==> src/rtl/ucie_ctl_rx_stream_buffer.sv <==
// RDI->FDI receive stream buffer: link-state aware FIFO between the PHY flit stream
// (no backpressure) and the adapter's valid/ready interface, with drop accounting.
module ucie_ctl_rx_stream_buffer #(
   parameter int NBYTES       = 8,
   parameter int DEPTH        = 8,
   parameter int AFULL_THRESH = DEPTH - 2,
   parameter int CNT_W        = 8
) (
   input  logic                       i_clk,
   input  logic                       i_rst_n,
   input  logic [3:0]                 i_state_sts,
   input  logic                       i_rdi_pl_valid,
   input  logic [NBYTES*8-1:0]        i_rdi_pl_data,
   input  logic                       i_fdi_lp_rdy,
   input  logic                       i_ovf_clear,
   output logic [NBYTES*8-1:0]        o_fdi_data,
   output logic                       o_fdi_data_valid,
   output logic [$clog2(DEPTH):0]     o_fill_level,
   output logic                       o_almost_full,
   output logic                       o_overflow_detected,
   output logic [CNT_W-1:0]           o_overflow_count,
   output logic [1:0]                 o_buf_state
);

   localparam int DW = NBYTES * 8;
   localparam int AW = $clog2(DEPTH);
   localparam int FW = AW + 1;
   localparam logic [FW-1:0] DEPTH_FILL = FW'(DEPTH);
   localparam logic [FW-1:0] AFULL_FILL = FW'(AFULL_THRESH);

   localparam logic [3:0] STS_RESET     = 4'b0000;
   localparam logic [3:0] STS_ACTIVE    = 4'b0001;
   localparam logic [3:0] STS_PMNAK     = 4'b0011;
   localparam logic [3:0] STS_L1        = 4'b0100;
   localparam logic [3:0] STS_L2        = 4'b1000;
   localparam logic [3:0] STS_LINKRESET = 4'b1001;
   localparam logic [3:0] STS_LINKERROR = 4'b1010;
   localparam logic [3:0] STS_RETRAIN   = 4'b1011;
   localparam logic [3:0] STS_DISABLED  = 4'b1100;

   typedef enum logic [1:0] {
      ST_IDLE   = 2'd0,
      ST_ACTIVE = 2'd1,
      ST_DRAIN  = 2'd2,
      ST_FLUSH  = 2'd3
   } buf_state_e;

   buf_state_e        state_q, state_d;
   logic [AW-1:0]     wr_ptr_q, wr_ptr_d;
   logic [AW-1:0]     rd_ptr_q, rd_ptr_d;
   logic [FW-1:0]     fill_q, fill_d;
   logic [DW-1:0]     head_q, head_d;
   logic              ovf_flag_q, ovf_flag_d;
   logic [CNT_W-1:0]  ovf_cnt_q, ovf_cnt_d;
   logic [DW-1:0]     mem_q [DEPTH];

   logic empty, full, out_valid, pop, push, drop, flush_req, drain_req;

   always_comb begin
      state_d    = state_q;
      wr_ptr_d   = wr_ptr_q;
      rd_ptr_d   = rd_ptr_q;
      fill_d     = fill_q;
      head_d     = head_q;
      ovf_flag_d = ovf_flag_q;
      ovf_cnt_d  = ovf_cnt_q;

      empty     = (fill_q == '0);
      full      = (fill_q == DEPTH_FILL);
      out_valid = !empty && (state_q == ST_ACTIVE || state_q == ST_DRAIN);
      pop       = out_valid && i_fdi_lp_rdy;
      push      = i_rdi_pl_valid && (state_q == ST_ACTIVE) && (!full || pop);
      drop      = i_rdi_pl_valid && (state_q == ST_ACTIVE) && full && !pop;
      flush_req = i_state_sts inside {STS_RESET, STS_LINKRESET, STS_LINKERROR, STS_DISABLED};
      drain_req = i_state_sts inside {STS_PMNAK, STS_L1, STS_L2, STS_RETRAIN};

      case (state_q)
         ST_IDLE:   if (i_state_sts == STS_ACTIVE) state_d = ST_ACTIVE;
         ST_ACTIVE: begin
            if (flush_req)      state_d = ST_FLUSH;
            else if (drain_req) state_d = ST_DRAIN;
         end
         ST_DRAIN:  begin
            if (flush_req)                        state_d = ST_FLUSH;
            else if (i_state_sts == STS_ACTIVE)   state_d = ST_ACTIVE;
            else if (empty)                       state_d = ST_IDLE;
         end
         ST_FLUSH:  state_d = ST_IDLE;
         default:   state_d = ST_IDLE;
      endcase

      if (push) wr_ptr_d = wr_ptr_q + AW'(1);
      if (pop)  rd_ptr_d = rd_ptr_q + AW'(1);
      if (push && !pop)      fill_d = fill_q + FW'(1);
      else if (pop && !push) fill_d = fill_q - FW'(1);

      // Flush discards everything, including a flit pushed or popped on the entry edge.
      if (state_d == ST_FLUSH && state_q != ST_FLUSH) begin
         wr_ptr_d = '0;
         rd_ptr_d = '0;
         fill_d   = '0;
      end

      // NOTE: the head is registered so the data output has a defined reset value; when the
      // slot being exposed is written on this same edge, the incoming flit is forwarded.
      if (fill_d != '0)
         head_d = (push && wr_ptr_q == rd_ptr_d) ? i_rdi_pl_data : mem_q[rd_ptr_d];

      if (drop) begin
         ovf_flag_d = 1'b1;
         if (i_ovf_clear)          ovf_cnt_d = CNT_W'(1);
         else if (ovf_cnt_q != '1) ovf_cnt_d = ovf_cnt_q + CNT_W'(1);
      end else if (i_ovf_clear) begin
         ovf_flag_d = 1'b0;
         ovf_cnt_d  = '0;
      end
   end

   always_ff @(posedge i_clk or negedge i_rst_n) begin
      if (!i_rst_n) begin
         state_q    <= ST_IDLE;
         wr_ptr_q   <= '0;
         rd_ptr_q   <= '0;
         fill_q     <= '0;
         head_q     <= '0;
         ovf_flag_q <= 1'b0;
         ovf_cnt_q  <= '0;
      end else begin
         state_q    <= state_d;
         wr_ptr_q   <= wr_ptr_d;
         rd_ptr_q   <= rd_ptr_d;
         fill_q     <= fill_d;
         head_q     <= head_d;
         ovf_flag_q <= ovf_flag_d;
         ovf_cnt_q  <= ovf_cnt_d;
      end
   end

   // NOTE: storage has no reset; entries are only read after being written, so resetting
   // them would just cost flops.
   always_ff @(posedge i_clk) begin
      if (push) mem_q[wr_ptr_q] <= i_rdi_pl_data;
   end

   assign o_fdi_data          = head_q;
   assign o_fdi_data_valid    = out_valid;
   assign o_fill_level        = fill_q;
   assign o_almost_full       = (fill_q >= AFULL_FILL);
   assign o_overflow_detected = ovf_flag_q;
   assign o_overflow_count    = ovf_cnt_q;
   assign o_buf_state         = state_q;

endmodule
==> config.mk <==
export PLATFORM = sky130hd
export DESIGN_NAME = ucie_ctl_rx_stream_buffer
export DESIGN_NICKNAME = d
export VERILOG_FILES = /design/src/rtl/ucie_ctl_rx_stream_buffer.sv
export SDC_FILE = /design/constraint.sdc
export NUM_CORES = 1
export LEC_CHECK = 0
export CAP_MARGIN = 20
export CORE_AREA = 2 2 291 293
export CTS_BUF_LIST = sky130_fd_sc_hd__clkbuf_8
export CTS_CLUSTER_SIZE = 14
export DETAILED_ROUTE_END_ITERATION = 6
export DIE_AREA = 0 0 293 295
export GPL_ROUTABILITY_DRIVEN = 0
export PLACE_DENSITY = 0.45
export SYNTH_ARGS = -nofsm -noshare
export SYNTH_HDL_FRONTEND = slang
export SYNTH_SLANG_ARGS = --single-unit
==> constraint.sdc <==
create_clock -name i_clk -period 10.6 [get_ports i_clk]
set_clock_uncertainty 0.05 [all_clocks]
set_input_delay 2.12 -clock i_clk [delete_from_list [all_inputs] [get_ports i_clk]]
set_output_delay 2.12 -clock i_clk [all_outputs]
set_load 0.01 [all_outputs]
* Yosys cells after proc, flatten, opt, wreduce, memory -nomap -nowiden
Memories as Yosys holds them, arrays and structs flattened. A register that Yosys moved wholly into a read port is not among the register bits.
Index checks and enable logic that the tools add are counted.
** Storage, ports and cells
- Bits in writable memories :: 512
- Input bits :: 73
- Latch bits :: 0
- Output and inout port bits :: 81
- Register bits :: 21
- Memories :: 1
- Logic and storage cells :: 76
- Bits in read-only memories :: 0
** Memories
- mem_q :: words 8, bits a word 64, rd ports 1, clocked after Yosys merged registers in 1, wr ports 1, RTL line 55 : logic [DW-1:0] mem_q [DEPTH];
** Operators by class
- Reductions and logical operators :: 26
- Equality and inequality tests :: 15
- Bitwise logic cells :: 0
- Multiplexer cells :: 22
- Div/mod/pow operators :: 0
- Multiply operators :: 0
- Shift operators :: 0
- Add/subtract/negate cells :: 5
- $lt $le $gt $ge :: 1
** Operator list (number)
- 2-to-1 mux 8 bit :: 4
- == test 4 bit (second input constant) :: 6
- 2-to-1 mux 2 bit :: 6
- 2-to-1 mux 3 bit :: 4
- 2-to-1 mux 4 bit :: 3
- nonzero test 4 bit :: 3
- logical AND 1 bit :: 9
- adder 8 x 1 -> 8 bit (second input constant) :: 1
- logical NOT 4 bit :: 2
- inequality test 8 bit (second input constant) :: 1
- case mux 2 bit (4 select lines) :: 1
- adder 3 x 1 -> 3 bit (second input constant) :: 2
- == test 2 bit (second input constant) :: 3
- nonzero test 2 bit :: 3
- logical NOT 1 bit :: 5
- adder 4 x 1 -> 4 bit (second input constant) :: 1
- == test 4 x 1 -> 1 bit (second input constant) :: 1
- == test 4 x 2 -> 1 bit (second input constant) :: 1
- == test 4 x 3 -> 1 bit (second input constant) :: 1
- greater-or-equal comparator 4 x 3 -> 1 bit (second input constant) :: 1
- 2-to-1 mux 1 bit :: 4
- subtractor 4 x 1 -> 4 bit (second input constant) :: 1
- == test 2 x 1 -> 1 bit (second input constant) :: 1
- logical NOT 2 bit :: 1
- 3 further kinds :: 4

* Logic depth before layout (Yosys ltp)
- Depth in word-level cells :: 12
- Depth in mapped cells :: 13
- Depth with buffers taken out :: 10

* Worst setup path before layout
Ideal clock, no wire load.
- Path type :: input -> register
- Start point :: in i_fdi_lp_rdy
- End point :: mem mem_q[0][0] in the netlist's numbering, enable pin
- Required time :: 9906 ps
- Cell stages on the path :: 5
- Buffers on the path :: 1
- Arrival time :: 8859 ps
- Setup slack :: 1047 ps
- Library setup time :: 644 ps
- Path through :: and2_1 nor2_1 or2_2 clkbuf_1 nor4_1
** On the way
- Cells in the longest elaborated chain, start to end :: 5
** RTL lines
- start: declaration :: RTL line 14 : input logic i_fdi_lp_rdy,
- logical AND 1 bit :: RTL line 71 : pop = out_valid && i_fdi_lp_rdy;
- logical OR 1 bit :: RTL line 72 : push = i_rdi_pl_valid && (state_q == ST_ACTIVE) && (!full || pop);
- logical AND 1 bit :: RTL line 72
- 2-to-1 mux 1 bit :: RTL line 142 : if (push) mem_q[wr_ptr_q] <= i_rdi_pl_data;
- 2-to-1 mux 1 bit (implied by the code) :: RTL line 142
- end: declaration :: RTL line 55
No other way between the ends.

* Worst setup path after layout
- Start point :: in i_state_sts[3]
- End point :: reg head_q[52] (netlist: o_fdi_data[52]), read port of mem_q
** On the way
- Cells in the longest elaborated chain, start to end :: 9
- Elaborated cells on any way between the ends :: 22
- Those cells by class :: eq/ne: 9; mux: 8; reduce/logical: 5
** RTL lines
- start: declaration :: RTL line 11 : input logic [3:0] i_state_sts,
- == test 4 x 2 -> 1 bit, or another cell as far along :: RTL line 75 : drain_req = i_state_sts inside {STS_PMNAK, STS_L1, STS_L2, STS_RETRAIN};
- nonzero test 4 bit :: RTL line 75
- 2-to-1 mux 2 bit :: RTL line 81 : else if (drain_req) state_d = ST_DRAIN;
- 2-to-1 mux 2 bit :: RTL line 80 : if (flush_req) state_d = ST_FLUSH;
- case mux 2 bit (4 select lines) * :: RTL line 77 : case (state_q)
- == test 2 bit * :: RTL line 98 : if (state_d == ST_FLUSH && state_q != ST_FLUSH) begin
- logical AND 1 bit * :: RTL line 98
- 2-to-1 mux 4 bit :: RTL line 98
- nonzero test 4 bit :: RTL line 106 : if (fill_d != '0)
- end: declaration :: RTL line 52 : logic [DW-1:0] head_q, head_d;
Mark *: on every way between the ends. The rest lies on a longest branch, timed or not.
A chain may end at the register's enable or synchronous reset.

==> results_tabular.tex <==
\begin{tabular}{lr}
\hline
Metric & Value \\
\hline
\multicolumn{2}{l}{\textbf{Run status}} \\
Result of the run & completed \\
\multicolumn{2}{l}{\textbf{Placed design}} \\
Placement-stage worst setup slack & 3.43 ns \\
Post-detailed-placement cell area & 0.0290 mm² \\
Final HPWL from detailed placement & 42300 µm \\
Port bufs & 153 \\
\multicolumn{2}{l}{\textbf{Logic synthesis}} \\
Area leader, netlist & edfxtp\_1 \\
Sequential-to-total area share from yosys stat & 66.3\% \\
Cell area after synthesis & 0.0264 mm² \\
Number of enable flip-flop cells after synthesis & 512 \\
Yosys top cell area share & 58.3\% \\
Flip-flop cell with the highest count after synthesis & edfxtp\_1 \\
Post-Syn Instances & 2072 \\
Dominant cells by area after synthesis & edfxtp\_1 58\%, dfrtp\_1 8.1\%, nand2\_1 3.9\% \\
Count of different cell masters after synthesis & 61 \\
Async SR Flop Fraction & 14.2\% \\
Number of warnings printed during yosys synthesis & 0 \\
Synthesis-stage register bit count & 597 \\
Post-synthesis net count & 2155 \\
Most frequent cells after synthesis & 512 x edfxtp\_1, 272 x nand2\_1, 155 x nor2\_1 \\
Most instantiated library cell after synthesis & edfxtp\_1 \\
Mean Syn Cell Area & 12.7 µm² \\
\multicolumn{2}{l}{\textbf{Power and ir drop}} \\
Combinational group share of total power & 47.7\% \\
Proportion of power drawn by the clock network & 20.9\% \\
P\_int & 5.59 mW \\
Final Power & 9.82 mW \\
Switching Share & 43.1\% \\
P\_sw & 4.23 mW \\
VDD IR max & 0.422 mV \\
PwrDens & 315 mW/mm² \\
Power share of the sequential group & 31.4\% \\
P\_leak & 10.7 nW \\
\multicolumn{2}{l}{\textbf{Timing}} \\
Final worst hold slack & 0.490 ns \\
PnR worst setup slack & 4.22 ns \\
Hold violation count in the final report & 0 \\
Unrepaired setup endpoints after global routing & no \\
Final critical-path required period & 6.38 ns \\
Worst-margin pin slew & 1.12 ns \\
Final setup viols & 0 \\
Final Cycle Share & 60.2\% \\
Max Transition Viols Final & 0 \\
Timing-limited maximum frequency & 0.157 GHz \\
Total negative setup slack & 0 ns \\
Slew headroom & 25.6\% \\
\multicolumn{2}{l}{\textbf{Global routing}} \\
Initial antenna violation count & 4 \\
Global-route wire length before repair & 123000 µm \\
Overall overflow remaining after global route & 0 \\
Via count of the first global-routing pass & 18400 \\
GRT Total Usage & 19.1\% \\
Maximum number of pins on one net before global-route repair & 160 \\
\multicolumn{2}{l}{\textbf{CTS}} \\
Clock transition at the registers of the reported paths & 0.06 ns \\
Insertion delay of the later-clocked pin in the worst-skew pair & 0.70 ns \\
Number of H-tree levels & 3 \\
Maximum clock path buffer count & 3 \\
Inserted Clock Buffers & 106 \\
Post-CTS Repair Setup Buffers & 0 \\
Gates resized, CTS repair & 0 \\
Number of hold buffers added after CTS & 0 \\
Clock tree from TritonCTS & yes \\
Clock Sink Count & 597 \\
Library cell used as clock root buffer & clkbuf\_8 \\
\multicolumn{2}{l}{\textbf{Floorplanning}} \\
Chip height & 295 µm \\
Die Wd & 293 µm \\
Row cnt & 106 \\
Starting Density & 31.7\% \\
Die Area & 0.0864 mm² \\
Core footprint & 0.0832 mm² \\
Io pins & 154 \\
\multicolumn{2}{l}{\textbf{Setup path}} \\
Cell-by-cell trace of the critical path & clkdlybuf4s50\_1 > nor4bb\_1 > a221o\_1 > nand3\_1 > a21oi\_2 > and2\_4 > a31oi\_4 > buf\_4 > a21bo\_4 > buf\_4 > o221ai\_1 \\
CP max stage cell & a21bo\_4 \\
Sort of element at the end of the critical path & register \\
Critical path type & in -> reg \\
Most common cell on crit path & buf\_4 \\
WP buf/inv & 3 \\
Worst-path fanout max & 66 \\
Delay of the slowest cell on the worst path & 0.97 ns \\
Critical Path Start Type & input port \\
Arrival time of data at the critical path endpoint & 6.89 ns \\
Largest delay contributor family on the critical path & compound AO/OA/AOI/OAI gates \\
Required time reported for the critical path endpoint & 11.11 ns \\
\multicolumn{2}{l}{\textbf{Drt}} \\
Average wire length per cell after detail routing & 24.6 µm \\
Vias post-DR & 18300 \\
Final routed DRC violation total & 0 \\
Final wirelength & 83300 µm \\
Post-DR vias/cell & 5.41 \\
DRT Pass-1 Iters & 7 \\
Antenna-violating nets left & 0 \\
Detailed router's first-iteration violation count & 1545 \\
\multicolumn{2}{l}{\textbf{Job}} \\
Number of max-cap violations & 0 \\
\multicolumn{2}{l}{\textbf{Layout}} \\
Ratio of cells with drive above 1 in the final layout & 14.6\% \\
Cell area after layout & 0.0311 mm² \\
Layout overhead on the synthesized area & 18.0\% \\
Filler cell count in the final layout & 7914 \\
\# nets final & 2291 \\
\multicolumn{2}{l}{\textbf{Worst hold path}} \\
Hold WC Path Type & reg -> reg \\
\hline
\end{tabular}
## flip-flops by register name (all words and copies together) (netlist names)
name                 flops
mem_q                  512
o_buf_state              2
o_fdi_data              64
o_fill_level             4
o_overflow_count         8
o_overflow_detected      1
rd_ptr_q                 3
wr_ptr_q                 3
## cell families after synthesis
logic type	synth area share (%)
xor+xnor	0.560
flops	66.3
buf+inv	3.77
simple gates	11.6
mux	2.88
fa+ha+maj	0.474
compound gates	14.4
## metal layers
layer,part of all wire (%),vias up,GRT usage [%]
li1,-,8228,-
met3,5.7,104,3.31
met1,44,9386,25.2
met5,0.037,-,0
met2,49,580,32.5
met4,1.6,6,5.07
## final timing paths
path	start	to	slack [ns]	cells past startpoint
setup / recovery	i_state_sts[3]	o_fdi_data[52]	4.22	11
hold / removal	o_overflow_detected	o_overflow_detected	0.49	2
setup reg to reg	o_fill_level[0]	o_fdi_data[52]	5.59	12
hold reg to reg	o_overflow_detected	o_overflow_detected	0.49	2
max in group asynchronous	i_rst_n	o_fdi_data[28]	7.96	2
min in group asynchronous	i_rst_n	o_overflow_detected	1.42	1
## power groups by stage
stage          Clock (mW)  Combinational (mW)  Sequential [mW]
5_1_grt              2.22                5.10             3.11
3_5_place_dp            0                4.72             3.13
2_1_floorplan           0                3.00             3.08
6_report             2.06                4.68             3.08
4_1_cts              2.12                4.74             3.09
3_3_place_gp            0                4.65             3.14
## cells in the final DEF (no fill, tap or decap), types with 4 or more instances in the layout
| master | netlist | routed |
|---|---|---|
| mux2_2 | 64 | 64 |
| nand2b_1 | 5 | 5 |
| clkinv_2 | 0 | 15 |
| clkbuf_8 | 0 | 119 |
| and3_1 | 65 | 65 |
| o221ai_1 | 69 | 69 |
| clkinvlp_4 | 0 | 5 |
| nor2_1 | 155 | 151 |
| nor2_4 | 0 | 4 |
| o21ai_0 | 5 | 5 |
| o22ai_1 | 63 | 63 |
| xnor2_1 | 9 | 6 |
| dfrtp_1 | 85 | 85 |
| xor2_1 | 6 | 6 |
| inv_1 | 73 | 127 |
| a21boi_0 | 63 | 63 |
| clkdlybuf4s50_1 | 0 | 152 |
| ha_1 | 10 | 10 |
| a21oi_1 | 133 | 132 |
| nor3_2 | 0 | 4 |
| buf_4 | 0 | 36 |
| edfxtp_1 | 512 | 512 |
| o221ai_2 | 60 | 60 |
| a22oi_1 | 64 | 64 |
| nand4_1 | 130 | 130 |
| nand2_1 | 272 | 272 |
| clkinv_1 | 0 | 4 |
| nand3_1 | 7 | 7 |
## through the flow
step | instances | util, %
finish | 3385 | 37.4
detailed placement | 3179 | 34.9
CTS | 3381 | 37.4
global route | 3383 | 37.4
floorplan | 2072 | -
global placement | 3178 | 34.9
## tightest hold or removal path, stage by stage, from the launching register on
cell     delay, ns
dfrtp_1       0.38
inv_1         0.05
o21ai_0       0.06
## final cells by class
cell class | instances | area [µm²] | area share, %
antenna | 3 | 7.51 | 0.0241
clock buffer | 119 | 1640 | 5.26
clock inverter | 83 | 439 | 1.41
inverter | 73 | 274 | 0.880
multi-input combinational | 1238 | 8050 | 25.9
sequential | 597 | 17500 | 56.2
tap | 1080 | 1350 | 4.34
timing repair buffer | 192 | 1870 | 6.01
Power figures use the tool's default switching activity.
==> variant: new RTL, same settings <==
Put one more register stage on the output `o_overflow_detected`, without a reset. The value now appears one clock later. The other outputs are not delayed to match.
--- a/src/rtl/ucie_ctl_rx_stream_buffer.sv
+++ b/src/rtl/ucie_ctl_rx_stream_buffer.sv
@@ -146,7 +146,9 @@
    assign o_fdi_data_valid    = out_valid;
    assign o_fill_level        = fill_q;
    assign o_almost_full       = (fill_q >= AFULL_FILL);
-   assign o_overflow_detected = ovf_flag_q;
+   always_ff @(posedge i_clk) begin
+      o_overflow_detected <= ovf_flag_q;
+   end
    assign o_overflow_count    = ovf_cnt_q;
    assign o_buf_state         = state_q;
 
Formal check against the unedited RTL: no difference found for any inputs over 4 cycles, from zero or initial values and one cycle with i_rst_n low; that may be too few to reach the edited logic, so the function may still have changed.
==> variant against the unedited design <==
Worst setup slack better by 0.18 ns; routed wire length up 2.7%; largest cell class unchanged; synthesized area about the same; design area up 0.19%; critical path type unchanged; power up 1.2%; via count up 0.98%; clock power up 2%; synthesized cell count about the same; sequential cell count up 1; worst hold slack worse by 0.17 ns; count of clock-buffer cells in the layout down 4.
==> variant: results (changes against the unedited design) <==
[layout]
drive_gt1_share_pct = 14.53  ; was 14.64%
largest_register = mem_q  ; unchanged
layout.cells.non_filler = 3387  ; was 3385
finalNetCount = 2296  ; was 2291
largest_reg_flops = 512  ; unchanged
nFillCells = 7882  ; was 7914

[route]
first_pass_iters = 5  ; was 7
via_per_inst = 5.457  ; was 5.407
drt_iter0_markers = 1399  ; was 1545
wl_per_cell_um = 25.26  ; was 24.62 µm

[timing]
worst_slack_ns = 4.393  ; was 4.218 ns
max-slew-margin-rel_pct = 22.15  ; was 25.64%
whs_ns = 0.3238  ; was 0.4900 ns

[clock_network]
htreeDepth = 3  ; unchanged
cts_root_buffer = clkbuf_8  ; unchanged
cts_buffers = 106  ; unchanged
clk_pin_slew_ns = 0.06  ; about the same
cts_resized = 0  ; unchanged
clock_latency_ns = 0.73  ; was 0.70 ns
clk_path_buf_depth = 3  ; unchanged
post_cts_buffers = 0  ; unchanged

[placement]
place_ws_ns = 3.517  ; was 3.429 ns
port_buffers = 153  ; unchanged
dp.cells = 3184  ; was 3179
hpwl_mm = 41.93  ; was 42.32 mm

[power_and_ir_drop]
leakagePower_uw = 0.01072  ; unchanged
ir_drop_mv = 0.4085  ; was 0.4219 mV

[setup_path]
crit_path_max_fanout = 37  ; was 66
ff2ff_path_depth = 13  ; was 12
r2r_setup_slack_ns = 5.35  ; was 5.59 ns
cp.arrival_ns = 6.71  ; was 6.89 ns

[logic_synthesis]
ys_seq_area_share_pct = 66.37  ; was 66.34%
yosys-top-cells-count = edfxtp_1, nand2_1, nor2_1  ; unchanged
syn_nets = 2156  ; was 2155
synth-edff-count = 512  ; unchanged
synthFlopType = edfxtp_1  ; unchanged
synth_area_leaders = edfxtp_1, dfrtp_1, nand2_1, o221ai_2, nand4_1  ; unchanged
ys_warn_count = 0  ; unchanged
syn_inst = 2073  ; was 2072
yosysUniqueCellTypes = 62  ; was 61
async_flop_share_pct = 14.21  ; was 14.24%

[global_routing]
grt.total_usage_pct = 19.59  ; was 19.10%
grt_pass1_wl_mm = 125.6  ; was 123.0 mm
antenna_found_initial = 8  ; was 4
overflow = 0  ; unchanged
grt_max_degree = 162  ; was 160
grt_pass1_vias = 18950  ; was 18410

[hold_path]
min_delay_path_depth = 0  ; was 2
hold_class = reg2reg  ; unchanged

[outcome]
outcome = finished clean  ; unchanged

==> variant: cell types whose count changed after synthesis <==
cell	unedited run	this run
dfxtp_1	0	1
==> variant: final cells by class <==
class | count | share of cell area (%)
diodes | 1 | 0.008023
clock buffers | 115 | 5.074
clock inverters | 86 | 1.601
inverters | 73 | 0.8785
multi-input cells | 1238 | 25.81
flip-flops and latches | 598 | 56.18
well taps | 1080 | 4.332
repair buffers | 196 | 6.121
==> variant: kinds of logic after synthesis <==
kind of cell	count (synthesis)	share of synthesized area [%]
flip-flops	598	66.37
buffers and inverters	237	3.768
multiplexers	68	2.881
XOR/XNOR	16	0.5592
AND/OR/NAND/NOR	659	11.60
AO/OA/AOI/OAI	485	14.35
adder cells (fa/ha/maj)	10	0.4739
==> variant: stage by stage <==
step / total power, µW / util (%) / cell area [µm²]
floorplan: 6085 / - / 26400
global placement: 7818 / 34.94 / 29060
detailed placement: 7875 / 34.98 / 29090
CTS: 10010 / 37.48 / 31170
global route: 10500 / 37.51 / 31190
finish: 9935 / 37.51 / 31190
==> variant: metal layers <==
metal,up-vias,wire length [µm],global-route usage (%)
met2,669,41160,33.19
met3,170,5008,3.556
met4,8,1909,5.679
met5,-,41,0
met1,9379,37430,25.66
li1,8257,-,-
==> variant: path summary, 6_finish.rpt <==
| check | from | endpoint |
|---|---|---|
| setup / recovery | i_state_sts[1] | o_fdi_data[15] |
| hold / removal | ovf_flag_q | o_overflow_detected |
| setup reg to reg | o_fill_level[0] | o_fdi_data[15] |
| hold reg to reg | ovf_flag_q | o_overflow_detected |
| max in group asynchronous | i_rst_n | o_fdi_data[21] |
| min in group asynchronous | i_rst_n | ovf_flag_q |
==> variant: report_power, final <==
group	total (µW)	internal, µW	switching, µW	leakage, µW
clock network	2100	1100	1000	0.00122
logic	4750	1660	3090	0.00383
registers	3080	2860	219	0.00566
total	9940	5620	4310	0.0107
==> variant: worst max-delay path: stages <==
cell and delay (ns):
clkdlybuf4s50_1 0.54, nor4b_2 0.59, o21bai_1 0.15, a32oi_1 0.40, a21oi_2 0.21, a21oi_1 0.39
xnor2_2 0.17, buf_4 0.54, a21bo_4 0.55, buf_12 0.32, buf_4 0.50, o221ai_2 0.17
